<file path="src/rtl/cvt_write_queue.sv">
`default_nettype none
// ============================================================================
// Module   : cvt_write_queue
// Purpose  : Buffers CVU write requests ({sel, row, data}) in a small FIFO and
//            drains them into the single CVT write port whenever that port is
//            not stalled. Requests to the same CVT cell issue in arrival order;
//            nothing is merged or reordered.
// Ports    : clk        - single clock, rising edge
//            rst        - asynchronous, active-low reset
//            in_valid   - upstream request present
//            in_ready   - queue can accept this cycle (count < DEPTH)
//            in_sel     - target CVT column (4 bits)
//            in_row     - target CVT row (5 bits)
//            in_data    - control-vector data (64 bits)
//            stall      - CVT write port unavailable this cycle
//            W_en       - CVT write enable
//            WriteSel   - CVT write column
//            WriteReg1  - CVT write row
//            WriteData1 - CVT write data
//            count      - number of entries currently stored
// Options  : CVT_WQ_BYPASS_EN - when defined, an empty queue forwards an
//            incoming request straight to the CVT port in the same cycle
//            (zero latency) if the port is not stalled. Undefined by default,
//            in which case the CVT outputs come from registered state only.
// Revision : 1.0 - initial release
// ============================================================================
module cvt_write_queue #(
  parameter int DEPTH = 4  // power of two, 2..16
) (
  input  logic                     clk,
  input  logic                     rst,
  input  logic                     in_valid,
  output logic                     in_ready,
  input  logic [3:0]               in_sel,
  input  logic [4:0]               in_row,
  input  logic [63:0]              in_data,
  input  logic                     stall,
  output logic                     W_en,
  output logic [3:0]               WriteSel,
  output logic [4:0]               WriteReg1,
  output logic [63:0]              WriteData1,
  output logic [$clog2(DEPTH):0]   count
);

  localparam int AW      = $clog2(DEPTH);
  localparam int CW      = AW + 1;
  localparam int ENTRY_W = 4 + 5 + 64;

  // Entry layout: {sel[3:0], row[4:0], data[63:0]}
  logic [ENTRY_W-1:0] mem [DEPTH];
  logic [AW-1:0]      rd_ptr;
  logic [AW-1:0]      wr_ptr;
  logic [CW-1:0]      cnt;

  logic               empty;
  logic               full;
  logic               bypass;
  logic               push;
  logic               pop;
  logic [ENTRY_W-1:0] head;

  assign empty = (cnt == '0);
  assign full  = (cnt == CW'(DEPTH));
  assign head  = mem[rd_ptr];

  // Readiness depends on stored state only, so a full queue refuses a new
  // request even in a cycle where the head drains.
  assign in_ready = !full;

`ifdef CVT_WQ_BYPASS_EN
  // Empty queue plus free write port: hand the request straight through.
  assign bypass = empty && in_valid && !stall;
`else
  assign bypass = 1'b0;
`endif

  assign W_en = (!empty && !stall) || bypass;

  // A bypassed request is consumed without occupying a slot; it can only
  // happen while empty, so it never coincides with a pop.
  assign push = in_valid && in_ready && !bypass;
  assign pop  = W_en && !empty;

  always_comb begin
    WriteSel   = '0;
    WriteReg1  = '0;
    WriteData1 = '0;
    if (bypass) begin
      WriteSel   = in_sel;
      WriteReg1  = in_row;
      WriteData1 = in_data;
    end else if (!empty) begin
      {WriteSel, WriteReg1, WriteData1} = head;
    end
  end

  // Storage array needs no reset: its contents are only observed through
  // the head while cnt is non-zero.
  always_ff @(posedge clk) begin
    if (push) begin
      mem[wr_ptr] <= {in_sel, in_row, in_data};
    end
  end

  // DEPTH is a power of two, so the pointers wrap by natural overflow.
  always_ff @(posedge clk or negedge rst) begin
    if (!rst) begin
      rd_ptr <= '0;
      wr_ptr <= '0;
      cnt    <= '0;
    end else begin
      if (push) begin
        wr_ptr <= wr_ptr + 1'b1;
      end
      if (pop) begin
        rd_ptr <= rd_ptr + 1'b1;
      end
      case ({push, pop})
        2'b10:   cnt <= cnt + 1'b1;
        2'b01:   cnt <= cnt - 1'b1;
        default: cnt <= cnt;
      endcase
    end
  end

  assign count = cnt;

endmodule
`default_nettype wire

</file>
<file path="config.mk">
export PLATFORM = sky130hd
export DESIGN_NAME = cvt_write_queue
export DESIGN_NICKNAME = d
export VERILOG_FILES = /design/src/rtl/cvt_write_queue.sv
export SDC_FILE = /design/constraint.sdc
export NUM_CORES = 1
export LEC_CHECK = 0
export BUFFER_PORTS_ARGS = -buffer_cell sky130_fd_sc_hd__buf_2
export CAP_MARGIN = 20
export CORE_ASPECT_RATIO = 0.75
export CORE_MARGIN = 2
export CORE_UTILIZATION = 30
export CTS_BUF_LIST = sky130_fd_sc_hd__clkbuf_8
export CTS_CLUSTER_DIAMETER = 60
export CTS_CLUSTER_SIZE = 16
export DETAILED_ROUTE_END_ITERATION = 8
export GPL_TIMING_DRIVEN = 0
export PLACE_DENSITY = 0.48
export SLEW_MARGIN = 20
export SYNTH_ARGS = -nofsm -noshare
export SYNTH_HDL_FRONTEND = slang
export SYNTH_SLANG_ARGS = --single-unit
</file>
<file path="constraint.sdc">
create_clock -name clk -period 2.9 [get_ports clk]
set_input_delay 0.29 -clock clk [delete_from_list [all_inputs] [get_ports clk]]
set_output_delay 0.29 -clock clk [all_outputs]
set_load 0.03 [all_outputs]
</file>
==> results of run 1 <==
-- cell usage after synthesis --
library cell | n | area (um2)
nor2b_1 | 73 | 457
xnor2_1 | 2 | 17.5
mux2_2 | 1 | 11.3
ha_1 | 5 | 62.6
nor3b_1 | 1 | 7.51
or3b_4 | 1 | 11.3
fa_1 | 1 | 20.0
dfrtp_1 | 7 | 175
edfxtp_1 | 292 | 8770
buf_2 | 8 | 40.0
mux4_2 | 73 | 1640
xor2_1 | 4 | 35.0
mux2i_1 | 1 | 10.0
buf_4 | 2 | 15.0
clkbuf_1 | 8 | 30.0
nor3_1 | 1 | 5.00
inv_1 | 6 | 22.5
and3_1 | 4 | 25.0
buf_6 | 6 | 67.6
and2_4 | 1 | 8.76
nor2_1 | 2 | 7.51
-- critical path, delay by kind of cell (launching register included) --
| kind | cells | cell delay, ns |
|---|---|---|
| flops | 1 | 0.46 |
| simple gates | 2 | 0.52 |
| buf+inv | 3 | 0.82 |
-- cells by family after synthesis --
family	count (synthesis)	synth area share [%]
mux	75	14.6
buf+inv	30	1.53
simple gates	83	4.56
xor+xnor	6	0.459
fa+ha+maj	6	0.722
flops	299	78.2
-- routing by layer --
metal,part of all wire [%],GRT usage [%],vias up
li1,-,-,2553
met1,45,16.5,3017
met2,49,21.0,113
met3,4.5,2.75,26
met4,1.5,2.27,0
met5,0,0,-
-- sequential cells by signal (all words and copies together) (netlist names) --
register / flops
mem: 292
rd_ptr: 2
count: 3
wr_ptr: 2
-- repair_timing --
action,CTS,global route
hold buffers,75,0
resized for setup,7,1
setup buffers,0,0
hold endpoints to repair,301,0
setup endpoints to repair,63,9
-- power by group through the flow --
stage	Combinational, mW	Clock, mW	Sequential, mW
2_1_floorplan	4.45	0	5.99
3_3_place_gp	6.32	0	6.02
3_5_place_dp	6.55	0	6.01
4_1_cts	6.67	2.58	5.91
5_1_grt	6.97	2.73	5.97
6_report	6.48	2.45	5.90
-- area by class of cell --
cell class	count	share of cell area, %
inverter	6	0.157
clock buffer	28	2.69
sequential	299	62.5
timing repair buffer	237	11.7
buffer	24	1.13
tap	504	4.40
multi-input combinational	170	16.4
clock inverter	19	1.02
-- worst max-delay path by stage --
stage / startpoint / end / slack (ns) / cells after the start
floorplan: count[0] / count[2] / 0.37 / 9
global placement: count[2] / mem[3][15] / -0.02 / 2
detailed placement: count[0] / WriteData1[46] / 0.11 / 5
CTS: rd_ptr[0] / WriteData1[33] / 0.01 / 5
global route: count[0] / WriteData1[46] / 0.01 / 5
finish: count[0] / WriteData1[46] / 0.21 / 5
==> results.rst, run 1 <==
.. list-table::
   :header-rows: 1

   * - Metric
     - Value
   * - Antenna violations before repair
     - 0
   * - Floorplan core area
     - 0.0373 mm2
   * - Initial core utilization
     - 30.7%
   * - Share of total power in sequential cells
     - 39.8%
   * - Result of the run
     - finished clean
   * - Internal cell power
     - 9.17 mW
   * - RSZ-0062 raised after global routing
     - false
   * - Storage element area
     - 0.00894 mm2
   * - Clock Path Buffers
     - 3
   * - Measured slew at the worst slew-check pin
     - 0.641 ns
   * - Number of instances in the placed design
     - 1,165
   * - Finished Layout Cells
     - 1,287
   * - Per-cell via count in the routed design
     - 4.44
   * - Total routing resource utilization after global routing
     - 12.4%
   * - Final antenna diode count
     - 0
   * - CP Class
     - flop to output port
   * - Slew Limit Fails
     - 0
   * - Reg-to-reg critical path startpoint
     - count[0]
   * - Die height
     - 173 um
   * - Pwr Total
     - 14.8 mW
   * - Final Hold Slack
     - 0.0869 ns
   * - First-pass DRT Iterations
     - 4
   * - Share of layout cells above drive strength 1
     - 38.6%
   * - Chip width
     - 229 um
   * - Overflow left after global routing
     - 0
   * - Count of routing violations after the opening detailed-route iteration
     - 293
   * - Total number of vias
     - 5,709
   * - Slowest Stage Delay on Critical Path
     - 0.46 ns
   * - Synth-to-Final Area Change
     - 25.2%
   * - Final design area excluding fillers
     - 0.0143 mm2
   * - Fin util
     - 38.4%
   * - Std-Cell Rows
     - 61
   * - Worst hold path class
     - input pin to asynchronous set/reset pin
   * - Net count, final
     - 847
   * - TritonCTS clock tree
     - built
   * - Placement Cell Area
     - 0.0130 mm2
   * - Maximum number of pins on one net before global-route repair
     - 32
   * - Final worst-path cycle share
     - 92.9%
   * - Clock-pin transition on the worst setup and hold timing paths
     - 0.11 ns
   * - Final setup violation count
     - 0
   * - Setup slack after placement
     - 0.112 ns
   * - Port bufs
     - 154
   * - Count of synthesis-stage warnings from yosys
     - 0
   * - Wire length of the first global-routing pass
     - 37,400 um
   * - Final hold violation count
     - 0
   * - Synthesis-stage register bit count
     - 299
   * - CP max stage cell
     - dfrtp_1
   * - Part of the Yosys area used for sequential elements
     - 78.2%
   * - Global placement routability congestion
     - 0.700
   * - Deepest level of the CTS H-tree
     - 1
   * - Synth Net Count
     - 582
   * - Crit Path Max Fanout
     - 10
   * - Fin Setup TNS
     - 0 ns
   * - CTS sink cnt
     - 299
   * - Tightest slew margin relative to the limit
     - 57.2%
   * - DRC violation count after routing
     - 0
   * - Post-synthesis cell type count
     - 21
   * - Number of max-cap violations
     - 0
   * - Ports placed on the boundary
     - 155
   * - Most common library cell in the layout ignoring fill and taps
     - edfxtp_1
   * - Filler Cell Count
     - 3,424
   * - Number of buffers created by CTS
     - 26
   * - Most frequent cells in the layout
     - edfxtp_1 (292), buf_2 (161), dlygate4sd3_1 (75)
   * - Worst EP arrival
     - 2.40 ns
   * - Worst Setup End Kind
     - output port
   * - Critical path startpoint category
     - flop
   * - Time the worst path needs with I/O delays and setup
     - 2.69 ns
   * - Switching power summed over all nets
     - 5.67 mW
   * - Cells along the critical path
     - nor3_2 > buf_4 > clkbuf_2 > nor2b_1 > buf_2
   * - CTS root buffer
     - clkbuf_8
   * - Required @ worst endpoint
     - 2.61 ns
   * - Maximum clock frequency
     - 371 MHz
   * - Proportion of power drawn by combinational gates
     - 43.7%
   * - Number of global-route vias before repair
     - 6,375
   * - Synthesized area divided by synthesized cell count
     - 22.9 um2
   * - Final HPWL DP
     - 15,500 um
   * - Remaining antenna violation count
     - 0
   * - Footprint of the multi-input gates
     - 0.00235 mm2
   * - Clock tree skew after final layout
     - 0.0304 ns
   * - Reg2Reg Capture Point
     - count[1]
   * - R2R depth
     - 7
   * - Total Wirelength
     - 24,800 um
   * - Total power divided by cell area
     - 1040 mW/mm2
   * - Post-synthesis cell area
     - 0.0114 mm2
   * - Average wire per standard cell
     - 19.3 um
   * - Die Outline Area
     - 0.0397 mm2
   * - Post-route worst setup slack
     - 0.206 ns
   * - Number of cells produced by synthesis
     - 499
   * - Sw Share
     - 38.2%
   * - Clock power share
     - 16.5%
   * - Largest voltage drop on the vdd net
     - 0.000428 V
   * - Reg-to-reg slack, setup
     - 0.62 ns
   * - Leakage
     - 4.96 nW
   * - Clock latency on the worst-skew pair
     - 0.58 ns
Power figures use the tool's default switching activity.
==> inputs of run 2 (changes only) <==
--- a/config.mk
+++ b/config.mk
@@ -14,7 +14,7 @@
 export CTS_CLUSTER_DIAMETER = 60
 export CTS_CLUSTER_SIZE = 16
 export DETAILED_ROUTE_END_ITERATION = 8
-export GPL_TIMING_DRIVEN = 0
+export GPL_TIMING_DRIVEN = 1
 export PLACE_DENSITY = 0.48
 export SLEW_MARGIN = 20
 export SYNTH_ARGS = -nofsm -noshare
==> run 2 against run 1 <==
  * Worst setup slack improved by 0.023 ns
  * Cell area fell by 1.1%
  * Non-clock buffer count fell by 20
  * Power fell by 2.1%
  * Combinational power fell by 4.2%
  * Sequential cell count did not move
  * Clock power fell by 6%
  * Wire length fell by 3.5%
  * Critical endpoint is now WriteData1[43]
==> results.rst, run 2 (same netlist as run 1, synthesis figures left out) <==
.. list-table::
   :header-rows: 1

   * - Metric
     - Value
   * - RSZ-0062 raised after global routing
     - false
   * - Initial core utilization
     - 30.7%
   * - Crit Path Max Fanout
     - 32
   * - Required @ worst endpoint
     - 2.61 ns
   * - Clock-pin transition on the worst setup and hold timing paths
     - 0.09 ns
   * - Flip-flop count of the largest register, all copies and words added
     - 292
   * - Leakage
     - 4.83 nW
   * - Clock Path Buffers
     - 3
   * - Post-cts gate resize count
     - 0
   * - Combined buffer and inverter count along the critical path
     - 2
   * - Final hold violation count
     - 0
   * - Die height
     - 173 um
   * - Cell family with the largest share of critical-path delay
     - flip-flops
   * - Final worst-path cycle share
     - 92.1%
   * - Remaining antenna violation count
     - 0
   * - Total routing resource utilization after global routing
     - 12.2%
   * - Pwr Total
     - 14.5 mW
   * - Most frequent cells in the layout
     - edfxtp_1 (292), buf_2 (154), dlygate4sd3_1 (75)
   * - Share of total power in sequential cells
     - 41.4%
   * - Critical path startpoint category
     - flop
   * - Register with the most flip-flops
     - mem
   * - Sw Share
     - 38.1%
   * - Number of global-route vias before repair
     - 6,385
   * - Tightest slew margin relative to the limit
     - 63.6%
   * - Number of max-cap violations
     - 0
   * - Measured slew at the worst slew-check pin
     - 0.546 ns
   * - Deepest level of the CTS H-tree
     - 1
   * - Switching power summed over all nets
     - 5.53 mW
   * - Wire length of the first global-routing pass
     - 37,400 um
   * - Worst hold path class
     - input pin to asynchronous set/reset pin
   * - Overflow left after global routing
     - 0
   * - DRC violation count after routing
     - 0
   * - Slew Limit Fails
     - 0
   * - Worst Setup End Kind
     - output port
   * - Maximum number of pins on one net before global-route repair
     - 75
   * - Maximum clock frequency
     - 374 MHz
   * - CP Class
     - flop to output port
   * - Fin Setup TNS
     - 0 ns
   * - Std-Cell Rows
     - 61
   * - Proportion of power drawn by combinational gates
     - 42.7%
   * - Net count, final
     - 826
   * - Result of the run
     - finished clean
   * - Total power divided by cell area
     - 1030 mW/mm2
   * - Finished Layout Cells
     - 1,265
   * - Clock tree skew after final layout
     - 0.0225 ns
   * - Clock latency on the worst-skew pair
     - 0.57 ns
   * - Final HPWL DP
     - 13,700 um
   * - Port bufs
     - 154
   * - First-pass DRT Iterations
     - 5
   * - Final setup violation count
     - 0
   * - Most common library cell in the layout ignoring fill and taps
     - edfxtp_1
   * - Time the worst path needs with I/O delays and setup
     - 2.67 ns
   * - Clock power share
     - 15.9%
   * - TritonCTS clock tree
     - built
   * - Chip width
     - 229 um
   * - CTS sink cnt
     - 299
   * - Number of instances in the placed design
     - 1,145
   * - Cells along the critical path
     - buf_12 > mux4_2 > nor2b_1 > buf_2
   * - Average wire per standard cell
     - 18.9 um
   * - Slowest Stage Delay on Critical Path
     - 0.79 ns
   * - CP max stage cell
     - dfrtp_4
   * - Worst EP arrival
     - 2.38 ns
   * - Global placement routability congestion
     - 0.713
   * - Die Outline Area
     - 0.0397 mm2
   * - Largest voltage drop on the vdd net
     - 0.000501 V
   * - Share of layout cells above drive strength 1
     - 37.3%
   * - Per-cell via count in the routed design
     - 4.42
   * - Floorplan core area
     - 0.0373 mm2
   * - Total number of vias
     - 5,586
   * - CTS root buffer
     - clkbuf_8
   * - Ports placed on the boundary
     - 155
   * - Antenna violations before repair
     - 2
   * - Count of routing violations after the opening detailed-route iteration
     - 290
   * - Synth-to-Final Area Change
     - 23.8%
   * - Internal cell power
     - 9.00 mW
   * - Total Wirelength
     - 23,900 um
   * - Number of buffers created by CTS
     - 25
run 2: changes by cell type in the layout (fill, tap and decap cells not counted), sizes merged:
cell,previous run,this run
inv,16,13
diode,0,3
clkinv,7,5
clkbuf,36,25
clkinvlp,1,4
buf,178,166
run 2: final timing paths:
kind / from / endpoint / slack [ns] / depth (start not counted)
setup / recovery: rd_ptr[1] / WriteData1[43] / 0.23 / 4
hold / removal: rst / rd_ptr[1] / 0.07 / 2
setup reg to reg: count[0] / count[2] / 0.64 / 9
hold reg to reg: count[2] / count[2] / 0.57 / 1
max in group asynchronous: rst / rd_ptr[0] / 2.64 / 2
min in group clk: in_valid / wr_ptr[0] / 0.12 / 3
run 2: power by group through the flow:
stage | logic, mW | registers [mW] | clock network, mW
global placement | 6.28 | 6.07 | 0
floorplan | 4.45 | 5.99 | 0
global route | 6.68 | 6.10 | 2.56
finish | 6.21 | 6.01 | 2.31
CTS | 6.41 | 6.03 | 2.42
detailed placement | 6.30 | 6.14 | 0
run 2: timing repair:
| item | CTS | global route |
|---|---|---|
| endpoints found under the hold margin | 300 | 0 |
| buffers inserted | 0 | 0 |
| hold buffers | 75 | 0 |
run 2: area by class of cell:
type / instances / area, um2
inverter: 6 / 22.5
antenna: 3 / 7.51
multi-input combinational: 170 / 2350
sequential: 299 / 8950
clock buffer: 25 / 344
timing repair buffer: 241 / 1720
fill: 3435 / 23200
tap: 504 / 631
clock inverter: 17 / 133
run 2: worst reg2reg max path, delay by kind of cell, from the launching register on:
kind          cells  cell delay, ns
xor+xnor          2            0.33
simple gates      3            0.75
fa+ha+maj         2            0.54
buf+inv           2            0.11
flops             1            0.45
run 2: through the flow:
step / util [%] / setup WS, ns / cell area, um2 / hold WS (ns)
2_1_floorplan: - / 0.366 / 11400 / -0.00559
3_3_place_gp: 34.6 / 0.710 / 12900 / 0.131
4_1_cts: 37.9 / 0.114 / 14200 / 0.0218
3_5_place_dp: 34.6 / 0.647 / 12900 / 0.138
6_report: 37.9 / 0.229 / 14200 / 0.0730
5_1_grt: 37.9 / 0.0636 / 14200 / 0.0604
run 2: per-layer routing:
metal  track usage [%]  wire (um)
met1              15.1      10000
met2              21.7      12300
met3              2.67       1140
met4              2.76        471
met5                 0          0
